==> src/rtl/wrr_arbiter_pkg.sv <==
// rtl/wrr_arbiter_pkg.sv - shared state encoding and default parameters for wrr_arbiter
package wrr_arbiter_pkg;

   typedef enum logic {
      IDLE  = 1'b0,
      GRANT = 1'b1
   } wrr_state_t;

   localparam int WRR_DEF_N_REQ        = 4;
   localparam int WRR_DEF_DATA_WIDTH   = 16;
   localparam int WRR_DEF_WEIGHT_WIDTH = 4;
   localparam int WRR_STATS_WIDTH      = 16;

endpackage

==> src/rtl/wrr_arbiter_rr_pick.sv <==
// rtl/wrr_arbiter_rr_pick.sv - rotating-priority search: first valid index at or after ptr
module rr_pick
   import wrr_arbiter_pkg::*;
#(
   parameter int N_REQ = WRR_DEF_N_REQ
)(
   input  logic [N_REQ-1:0]         valid_i,
   input  logic [$clog2(N_REQ)-1:0] ptr_i,
   output logic [$clog2(N_REQ)-1:0] idx_o,
   output logic                     found_o
);

   localparam int IW = $clog2(N_REQ);

   // Walk the requesters starting at ptr and wrapping; the first valid one wins.
   always_comb begin
      logic          hit;
      logic [IW-1:0] cand;
      hit   = 1'b0;
      cand  = '0;
      idx_o = '0;
      for (int off = 0; off < N_REQ; off++) begin
         cand = IW'((int'(ptr_i) + off) % N_REQ);
         if (!hit && valid_i[cand]) begin
            hit   = 1'b1;
            idx_o = cand;
         end
      end
      found_o = hit;
   end

endmodule

==> src/rtl/wrr_arbiter.sv <==
// rtl/wrr_arbiter.sv - weighted round-robin arbiter with registered output stage (optional WRR_STATS_EN beat counters)
module wrr_arbiter
   import wrr_arbiter_pkg::*;
#(
   parameter int N_REQ        = WRR_DEF_N_REQ,
   parameter int DATA_WIDTH   = WRR_DEF_DATA_WIDTH,
   parameter int WEIGHT_WIDTH = WRR_DEF_WEIGHT_WIDTH
)(
   input  logic                            aclk,
   input  logic                            areset_n,
   input  logic [N_REQ-1:0]                req_valid_i,
   input  logic [N_REQ*DATA_WIDTH-1:0]     req_data_i,
   output logic [N_REQ-1:0]                req_ready_o,
   input  logic [N_REQ*WEIGHT_WIDTH-1:0]   weight_i,
   output logic                            out_valid_o,
   output logic [DATA_WIDTH-1:0]           out_data_o,
   output logic [$clog2(N_REQ)-1:0]        grant_id_o,
`ifdef WRR_STATS_EN
   input  logic                            stats_clr_i,
   output logic [N_REQ*WRR_STATS_WIDTH-1:0] stats_cnt_o,
`endif
   input  logic                            out_ready_i
);

   localparam int IW = $clog2(N_REQ);

   wrr_state_t              state_q, state_d;
   logic [IW-1:0]           ptr_q;
   logic [IW-1:0]           grant_q;
   logic [WEIGHT_WIDTH-1:0] credit_q;
   logic                    out_valid_q;
   logic [DATA_WIDTH-1:0]   out_data_q;

   logic [IW-1:0]           pick_idx;
   logic                    pick_found;
   logic                    grant_ready;
   logic                    accept;
   logic                    release_g;

   logic [WEIGHT_WIDTH-1:0] weight_arr [N_REQ];
   logic [DATA_WIDTH-1:0]   data_arr   [N_REQ];
   logic [WEIGHT_WIDTH-1:0] pick_weight;

   // Unpack the flat per-requester buses into indexable arrays.
   always_comb begin
      for (int k = 0; k < N_REQ; k++) begin
         weight_arr[k] = weight_i[k*WEIGHT_WIDTH +: WEIGHT_WIDTH];
         data_arr[k]   = req_data_i[k*DATA_WIDTH +: DATA_WIDTH];
      end
   end

   rr_pick #(.N_REQ(N_REQ)) u_rr_pick (
      .valid_i (req_valid_i),
      .ptr_i   (ptr_q),
      .idx_o   (pick_idx),
      .found_o (pick_found)
   );

   assign pick_weight = weight_arr[pick_idx];

   // State register.
   always_ff @(posedge aclk or negedge areset_n) begin
      if (!areset_n) state_q <= IDLE;
      else           state_q <= state_d;
   end

   // Next state, owner handshake and release decision.
   always_comb begin
      state_d     = state_q;
      grant_ready = 1'b0;
      accept      = 1'b0;
      release_g   = 1'b0;
      case (state_q)
         IDLE: begin
            if (pick_found) state_d = GRANT;
         end
         GRANT: begin
            grant_ready = !out_valid_q || out_ready_i;
            accept      = req_valid_i[grant_q] && grant_ready;
            if (!req_valid_i[grant_q] || (accept && credit_q == WEIGHT_WIDTH'(1))) begin
               release_g = 1'b1;
               state_d   = IDLE;
            end
         end
         default: state_d = IDLE;
      endcase
   end

   // Only the current owner sees ready, and only while the output slot can take a beat.
   always_comb begin
      for (int k = 0; k < N_REQ; k++) begin
         req_ready_o[k] = grant_ready && (grant_q == IW'(k));
      end
   end

   // Grant bookkeeping: owner, burst credit and rotating pointer.
   always_ff @(posedge aclk or negedge areset_n) begin
      if (!areset_n) begin
         grant_q  <= '0;
         credit_q <= '0;
         ptr_q    <= '0;
      end else begin
         if (state_q == IDLE && pick_found) begin
            grant_q  <= pick_idx;
            credit_q <= (pick_weight == '0) ? WEIGHT_WIDTH'(1) : pick_weight;
         end else if (accept) begin
            credit_q <= credit_q - WEIGHT_WIDTH'(1);
         end
         if (release_g) begin
            ptr_q <= (grant_q == IW'(N_REQ - 1)) ? '0 : grant_q + IW'(1);
         end
      end
   end

   // Single-entry output register: load on accept, empty after drain with no refill.
   always_ff @(posedge aclk or negedge areset_n) begin
      if (!areset_n) begin
         out_valid_q <= 1'b0;
         out_data_q  <= '0;
      end else if (accept) begin
         out_valid_q <= 1'b1;
         out_data_q  <= data_arr[grant_q];
      end else if (out_ready_i) begin
         out_valid_q <= 1'b0;
      end
   end

   assign out_valid_o = out_valid_q;
   assign out_data_o  = out_data_q;
   assign grant_id_o  = grant_q;

`ifdef WRR_STATS_EN
   logic [WRR_STATS_WIDTH-1:0] stats_q [N_REQ];

   // Per-requester saturating count of accepted beats; clear takes priority.
   always_ff @(posedge aclk or negedge areset_n) begin
      if (!areset_n) begin
         for (int k = 0; k < N_REQ; k++) stats_q[k] <= '0;
      end else begin
         for (int k = 0; k < N_REQ; k++) begin
            if (stats_clr_i) begin
               stats_q[k] <= '0;
            end else if (accept && grant_q == IW'(k) && stats_q[k] != {WRR_STATS_WIDTH{1'b1}}) begin
               stats_q[k] <= stats_q[k] + WRR_STATS_WIDTH'(1);
            end
         end
      end
   end

   // Flatten counters onto the output bus.
   always_comb begin
      for (int k = 0; k < N_REQ; k++) begin
         stats_cnt_o[k*WRR_STATS_WIDTH +: WRR_STATS_WIDTH] = stats_q[k];
      end
   end
`endif

endmodule

==> config.mk <==
export PLATFORM = sky130hd
export DESIGN_NAME = wrr_arbiter
export DESIGN_NICKNAME = d
export VERILOG_FILES = /design/src/rtl/wrr_arbiter_pkg.sv /design/src/rtl/wrr_arbiter_rr_pick.sv /design/src/rtl/wrr_arbiter.sv
export SDC_FILE = /design/constraint.sdc
export NUM_CORES = 1
export LEC_CHECK = 0
export BUFFER_PORTS_ARGS = -buffer_cell sky130_fd_sc_hd__clkbuf_2
export CAP_MARGIN = 20
export CORE_MARGIN = 2
export CORE_UTILIZATION = 30
export DETAILED_ROUTE_END_ITERATION = 12
export HOLD_SLACK_MARGIN = 0.05
export PLACE_DENSITY = 0.65
export SYNTH_ARGS = -nofsm -noshare
export SYNTH_HDL_FRONTEND = slang
export SYNTH_SLANG_ARGS = --single-unit
==> constraint.sdc <==
create_clock -name aclk -period 4.58 [get_ports aclk]
set_input_delay 0.916 -clock aclk [delete_from_list [all_inputs] [get_ports aclk]]
set_output_delay 0.916 -clock aclk [all_outputs]
set_load 0.05 [all_outputs]
==> results of run 1 <==
[per-layer routing]
layer	track usage [%]	routed length (um)
met4	4.50	40
met2	22.4	2140
met1	15.5	1870
met3	1.30	369
met5	0	0
[cell families after synthesis]
group	share of synthesized area [%]
mux	31.7
fa+ha+maj	4.07
xor+xnor	1.42
simple gates	12.5
flops	35.3
compound gates	10.8
buf+inv	4.27
[cells in the final DEF (no fill, tap or decap), types with 2 or more instances in the layout]
| cell type | count |
|---|---|
| inv_1 | 6 |
| nand4_1 | 2 |
| dfrtp_1 | 26 |
| clkbuf_2 | 109 |
| nand2_1 | 8 |
| mux2_2 | 17 |
| a211oi_1 | 8 |
| nand2b_1 | 4 |
| xnor2_1 | 3 |
| a21oi_1 | 4 |
| o21a_1 | 3 |
| and3_1 | 12 |
| buf_4 | 2 |
| ha_1 | 6 |
| mux4_2 | 17 |
| nor2_1 | 4 |
| o21ai_0 | 5 |
| clkbuf_8 | 3 |
[area by class of cell]
cell class | count | area, um^2 | area share (%)
sequential | 26 | 651 | 26.2
clock buffer | 3 | 41.3 | 1.66
tap | 75 | 93.8 | 3.78
multi-input combinational | 109 | 1120 | 44.9
timing repair buffer | 111 | 561 | 22.6
inverter | 6 | 22.5 | 0.906
[flip-flops by register name (all words and copies together), names as in the netlist]
register     cells
out_valid_o      1
out_data_o      16
ptr_q            2
grant_id_o       2
state_q          1
credit_q         4
[power by group]
group	leakage (nW)	total, mW	switching (mW)	internal (mW)
Sequential	0.305	0.473	0.123	0.350
Combinational	0.893	1.16	0.689	0.467
Clock	0.0216	0.126	0.0673	0.0588
Total	1.22	1.76	0.879	0.877
[worst max path at each step]
stage	from	cells after the start	endpoint	slack, ps
detailed placement	out_ready_i	4	req_ready_o[0]	1800
floorplan	grant_id_o[0]	5	req_ready_o[0]	1810
global route	grant_id_o[0]	4	req_ready_o[1]	1540
CTS	grant_id_o[0]	4	req_ready_o[1]	1670
finish	grant_id_o[0]	4	req_ready_o[1]	1750
global placement	out_ready_i	4	req_ready_o[3]	1820
[through the flow]
step | instance area (um^2) | hold WS [ps] | power (mW) | setup WS [ps]
finish | 2480 | 510 | 1.76 | 1750
global placement | 2440 | 486 | 1.64 | 1820
floorplan | 1850 | 542 | 1.41 | 1810
CTS | 2480 | 515 | 1.79 | 1670
global route | 2480 | 531 | 1.90 | 1540
detailed placement | 2440 | 494 | 1.66 | 1800
==> qor.yml, run 1 <==
grt_max_degree: 27
synth_edf_count: 0
synth_top_area_cell: "dfrtp_1"
max_freq_ghz: 0.353
path_clk_slew_ps: 80
syn_area_um2: 1850
grt_pass1_wl_um: 6580
ys_types: 36
postCtsHoldBufs: 0
clock_skew_ps: 1.78
gp_congestion: 0.689
wl_per_cell_um: 13.4
initial_core_util_pct: 31.2
synth_seq_cells: 26
post-cts-setup-buffer-count: 0
finalCritPeriodShare_pct: 61.9
synth_area_leaders: "dfrtp_1 35%, mux4_2 21%, mux2_2 10%"
clock_latency_ps: 260
endpoint_kind: "output port"
r2r-end: "out_data_o[8]"
syn2layout_area_growth_pct: 34.6
antenna_cells: 0
fin_cells: 330
cp-start-kind: "flip-flop"
dp_hpwl_um: 3690
ys_warn_count: 0
setup.worst_path.class: "flip-flop to output port"
drt_iter0_drc: 43
drv_cap: 0
clockRootBuffer: "clkbuf_8"
cts_resized: 0
synth.top_cell.area_share_pct: 35.3
wirelength_um: 4420
min_to: "out_data_o[2]"
hold_viol: 0
postRouteAntennaNets: 0
path_buf_inv: 2
drive_gt1_share_pct: 61.2
peakVddDrop_mv: 0.360
grt_pass1_vias: 1482
hp-class: "flip-flop to flip-flop"
slew_viol_final: 0
avgSynthCellArea_um2: 12.4
synthFlopType: "dfrtp_1"
n_fill_cell: 588
period_needed_ps: 2830
slowest_delay_ps: 720
crit_chain: "buf_4 > ha_1 > and3_1 > clkbuf_2"
cts_tree: "built"
worst_ep_arrival_time_ps: 1920
die_x_um: 82.4
chipHeight_um: 82.4
crit_family: "flip-flops"
finish.utilization_pct: 42.0
r2r-start: "grant_id_o[1]"
synth_nets: 242
route.detailed.drc: 0
ctsHtreeMaxLevel: 1
tightest_slew_ps: 664
postSynthCellCount: 149
coreArea_um2: 5920
critPathSlowestCell: "dfrtp_1"
core.rowCount: 28
min-delay-start: "out_data_o[2]"
antenna_found_initial: 0
globalRouteTotalUtil_pct: 12.5
post-synth-top-count-cell: "dfrtp_1"
synthArstFlopShare_pct: 100
io_buffer_count: 109
die-area_um2: 6790
status: "finished clean"
grt_overflow: 0
final_net_count: 350
yosysSeqAreaShare_pct: 35.3
required_ps: 3660
vias: 1607
p_per_area_nw_per_um2: 707
ios: 110
firstDrtPassIters: 4
hold_depth: 1
timing.final.setup_violations: 0
vias_per_cell: 4.87
rr_worst_depth: 3
dp_cells: 327
setup_tns_ps: 0
cts.sinks: 26
crit_fanout: 12
cts_buffers: 3
ctsLongestPathBuffers: 2
max-slew-margin-rel_pct: 55.7
rsz0062_at_grt: "false"
synth.top_cells.by_count: "26 x dfrtp_1, 17 x mux2_2, 17 x mux4_2"
p_leak_nw: 1.22
r2r_slack_ps: 2520
Power figures use the tool's default switching activity.
==> run 2, diff against run 1 <==
==> constraint.sdc (replaced) <==
create_clock -name aclk -period 2.8 [get_ports aclk]
set_input_delay 0.56 -clock aclk [delete_from_list [all_inputs] [get_ports aclk]]
set_output_delay 0.56 -clock aclk [all_outputs]
set_load 0.05 [all_outputs]
==> qor.yml, run 2 (synthesis gave the netlist of run 1 again) <==
max-slew-margin-rel_pct: 56.3  # +0.59 points
io_buffer_count: 109  # unchanged
slew_viol_final: 0  # unchanged
r2r_slack_ps: 740  # -1780 ps
setup.worst_path.class: "flip-flop to output port"
worst_ep_arrival_time_ps: 1620  # -300 ps
crit_path_end: "req_ready_o[2]"
clock_latency_ps: 260  # about the same
p_per_area_nw_per_um2: 1160  # +64%
hold_viol: 0  # unchanged
vias: 1603  # -0.25%
gp_congestion: 0.779  # +13%
layout_commonest_cell: "clkbuf_2"
antenna_cells: 0  # unchanged
postCtsHoldBufs: 0  # unchanged
max_freq_ghz: 0.458
grt_pass1_vias: 1529  # +3.2%
ios: 110  # unchanged
finalCritPeriodShare_pct: 78.0
drv_cap: 0  # unchanged
chipHeight_um: 82.4  # unchanged
clockRootBuffer: "clkbuf_8"
die-area_um2: 6790  # unchanged
placed_area_um2: 2440  # unchanged
tightest_slew_ps: 655  # -8.84 ps
startpoint: "grant_id_o[0]"
die_x_um: 82.4  # unchanged
firstDrtPassIters: 4  # unchanged
grt_overflow: 0  # unchanged
cts_buffers: 3  # unchanged
final_net_count: 350  # unchanged
cts.sinks: 26  # unchanged
cp-start-kind: "flip-flop"
drt_iter0_drc: 38  # -12%
grt_max_degree: 27  # unchanged
rr_worst_depth: 3  # unchanged
rsz0062_at_grt: "false"
vias_per_cell: 4.86  # -0.25%
status: "finished clean"
hp-class: "primary input to asynchronous set/reset pin"
ctsHtreeMaxLevel: 1  # unchanged
ctsLongestPathBuffers: 2  # unchanged
crit_fanout: 8  # -4
peakVddDrop_mv: 0.484  # +34%
r2r-start: "grant_id_o[1]"
required_ps: 2240  # -1420 ps
period_needed_ps: 2180
route.detailed.drc: 0  # unchanged
initial_core_util_pct: 31.2  # unchanged
antenna_found_initial: 0  # unchanged
syn2layout_area_growth_pct: 34.6  # unchanged
wirelength_um: 4530  # +2.4%
hold-worst-slack_ps: 306  # -205 ps
clock_skew_ps: 3.77  # +1.99 ps
path_clk_slew_ps: 90  # about the same
fin_area_um2: 2480  # unchanged
cts_resized: 0  # unchanged
endpoint_kind: "output port"
wl_per_cell_um: 13.7  # +2.4%
coreArea_um2: 5920  # unchanged
cts_tree: "built"
core.rowCount: 28  # unchanged
timing.final.setup_violations: 0  # unchanged
globalRouteTotalUtil_pct: 12.6  # +0.055 points
dp_hpwl_um: 3730  # +1.2%
largest_register_ffs: 16  # unchanged
p_leak_nw: 1.22  # unchanged
grt_pass1_wl_um: 6620  # +0.64%
drive_gt1_share_pct: 61.2  # unchanged
postRouteAntennaNets: 0  # unchanged
finalPower_mw: 2.89  # +64%
post-cts-setup-buffer-count: 0  # unchanged
setup_tns_ps: 0  # unchanged
r2r-end: "out_data_o[13]"
most-common-layout-cells: "109 x clkbuf_2, 26 x dfrtp_1, 17 x mux4_2, 17 x mux2_2, 12 x and3_1"
## run 2: per-layer routing
layer / GRT usage, % / vias to the layer above / part of all wire (%)
li1: - / 785 / -
met1: 14.9 / 752 / 43
met2: 23.5 / 64 / 49
met3: 1.41 / 2 / 7.8
met4: 4.00 / 0 / 0.75
met5: 0 / - / 0
## run 2: area by class of cell
type                            count  area [um^2]
Fill cell                         592         3440
Multi-Input combinational cell    109         1120
Sequential cell                    26          651
Timing Repair Buffer              111          561
Tap cell                           75         93.8
Clock buffer                        3         41.3
Inverter                            6         22.5
## run 2: worst min-delay path by stage
| stage | startpoint | to | slack (ps) | depth (start not counted) |
|---|---|---|---|---|
| after detailed placement | out_data_o[11] | out_data_o[11] | 500 | 1 |
| after global routing | areset_n | out_data_o[15] | 360 | 1 |
| after global placement | out_data_o[4] | out_data_o[4] | 490 | 1 |
| after CTS | areset_n | out_data_o[2] | 330 | 1 |
| final | areset_n | out_data_o[2] | 310 | 1 |
| after floorplan | areset_n | credit_q[0] | 260 | 0 |
## run 2: stage by stage
stage	setup slack, ps	cells	utilization (%)
floorplan	391	149	-
global placement	761	327	41.3
detailed placement	721	327	41.3
CTS	561	330	42.0
global route	489	330	42.0
finish	615	330	42.0
## run 2: critical path: stages, from the launching register on
cell	delay (ps)
dfrtp_1	580
inv_1	160
ha_1	220
and3_1	160
clkbuf_2	240
## run 2: power breakdown
group / internal, mW / total [mW] / switching, mW
Sequential: 0.574 / 0.763 / 0.189
Combinational: 0.763 / 1.92 / 1.15
Clock: 0.0962 / 0.206 / 0.110
Total: 1.43 / 2.89 / 1.45
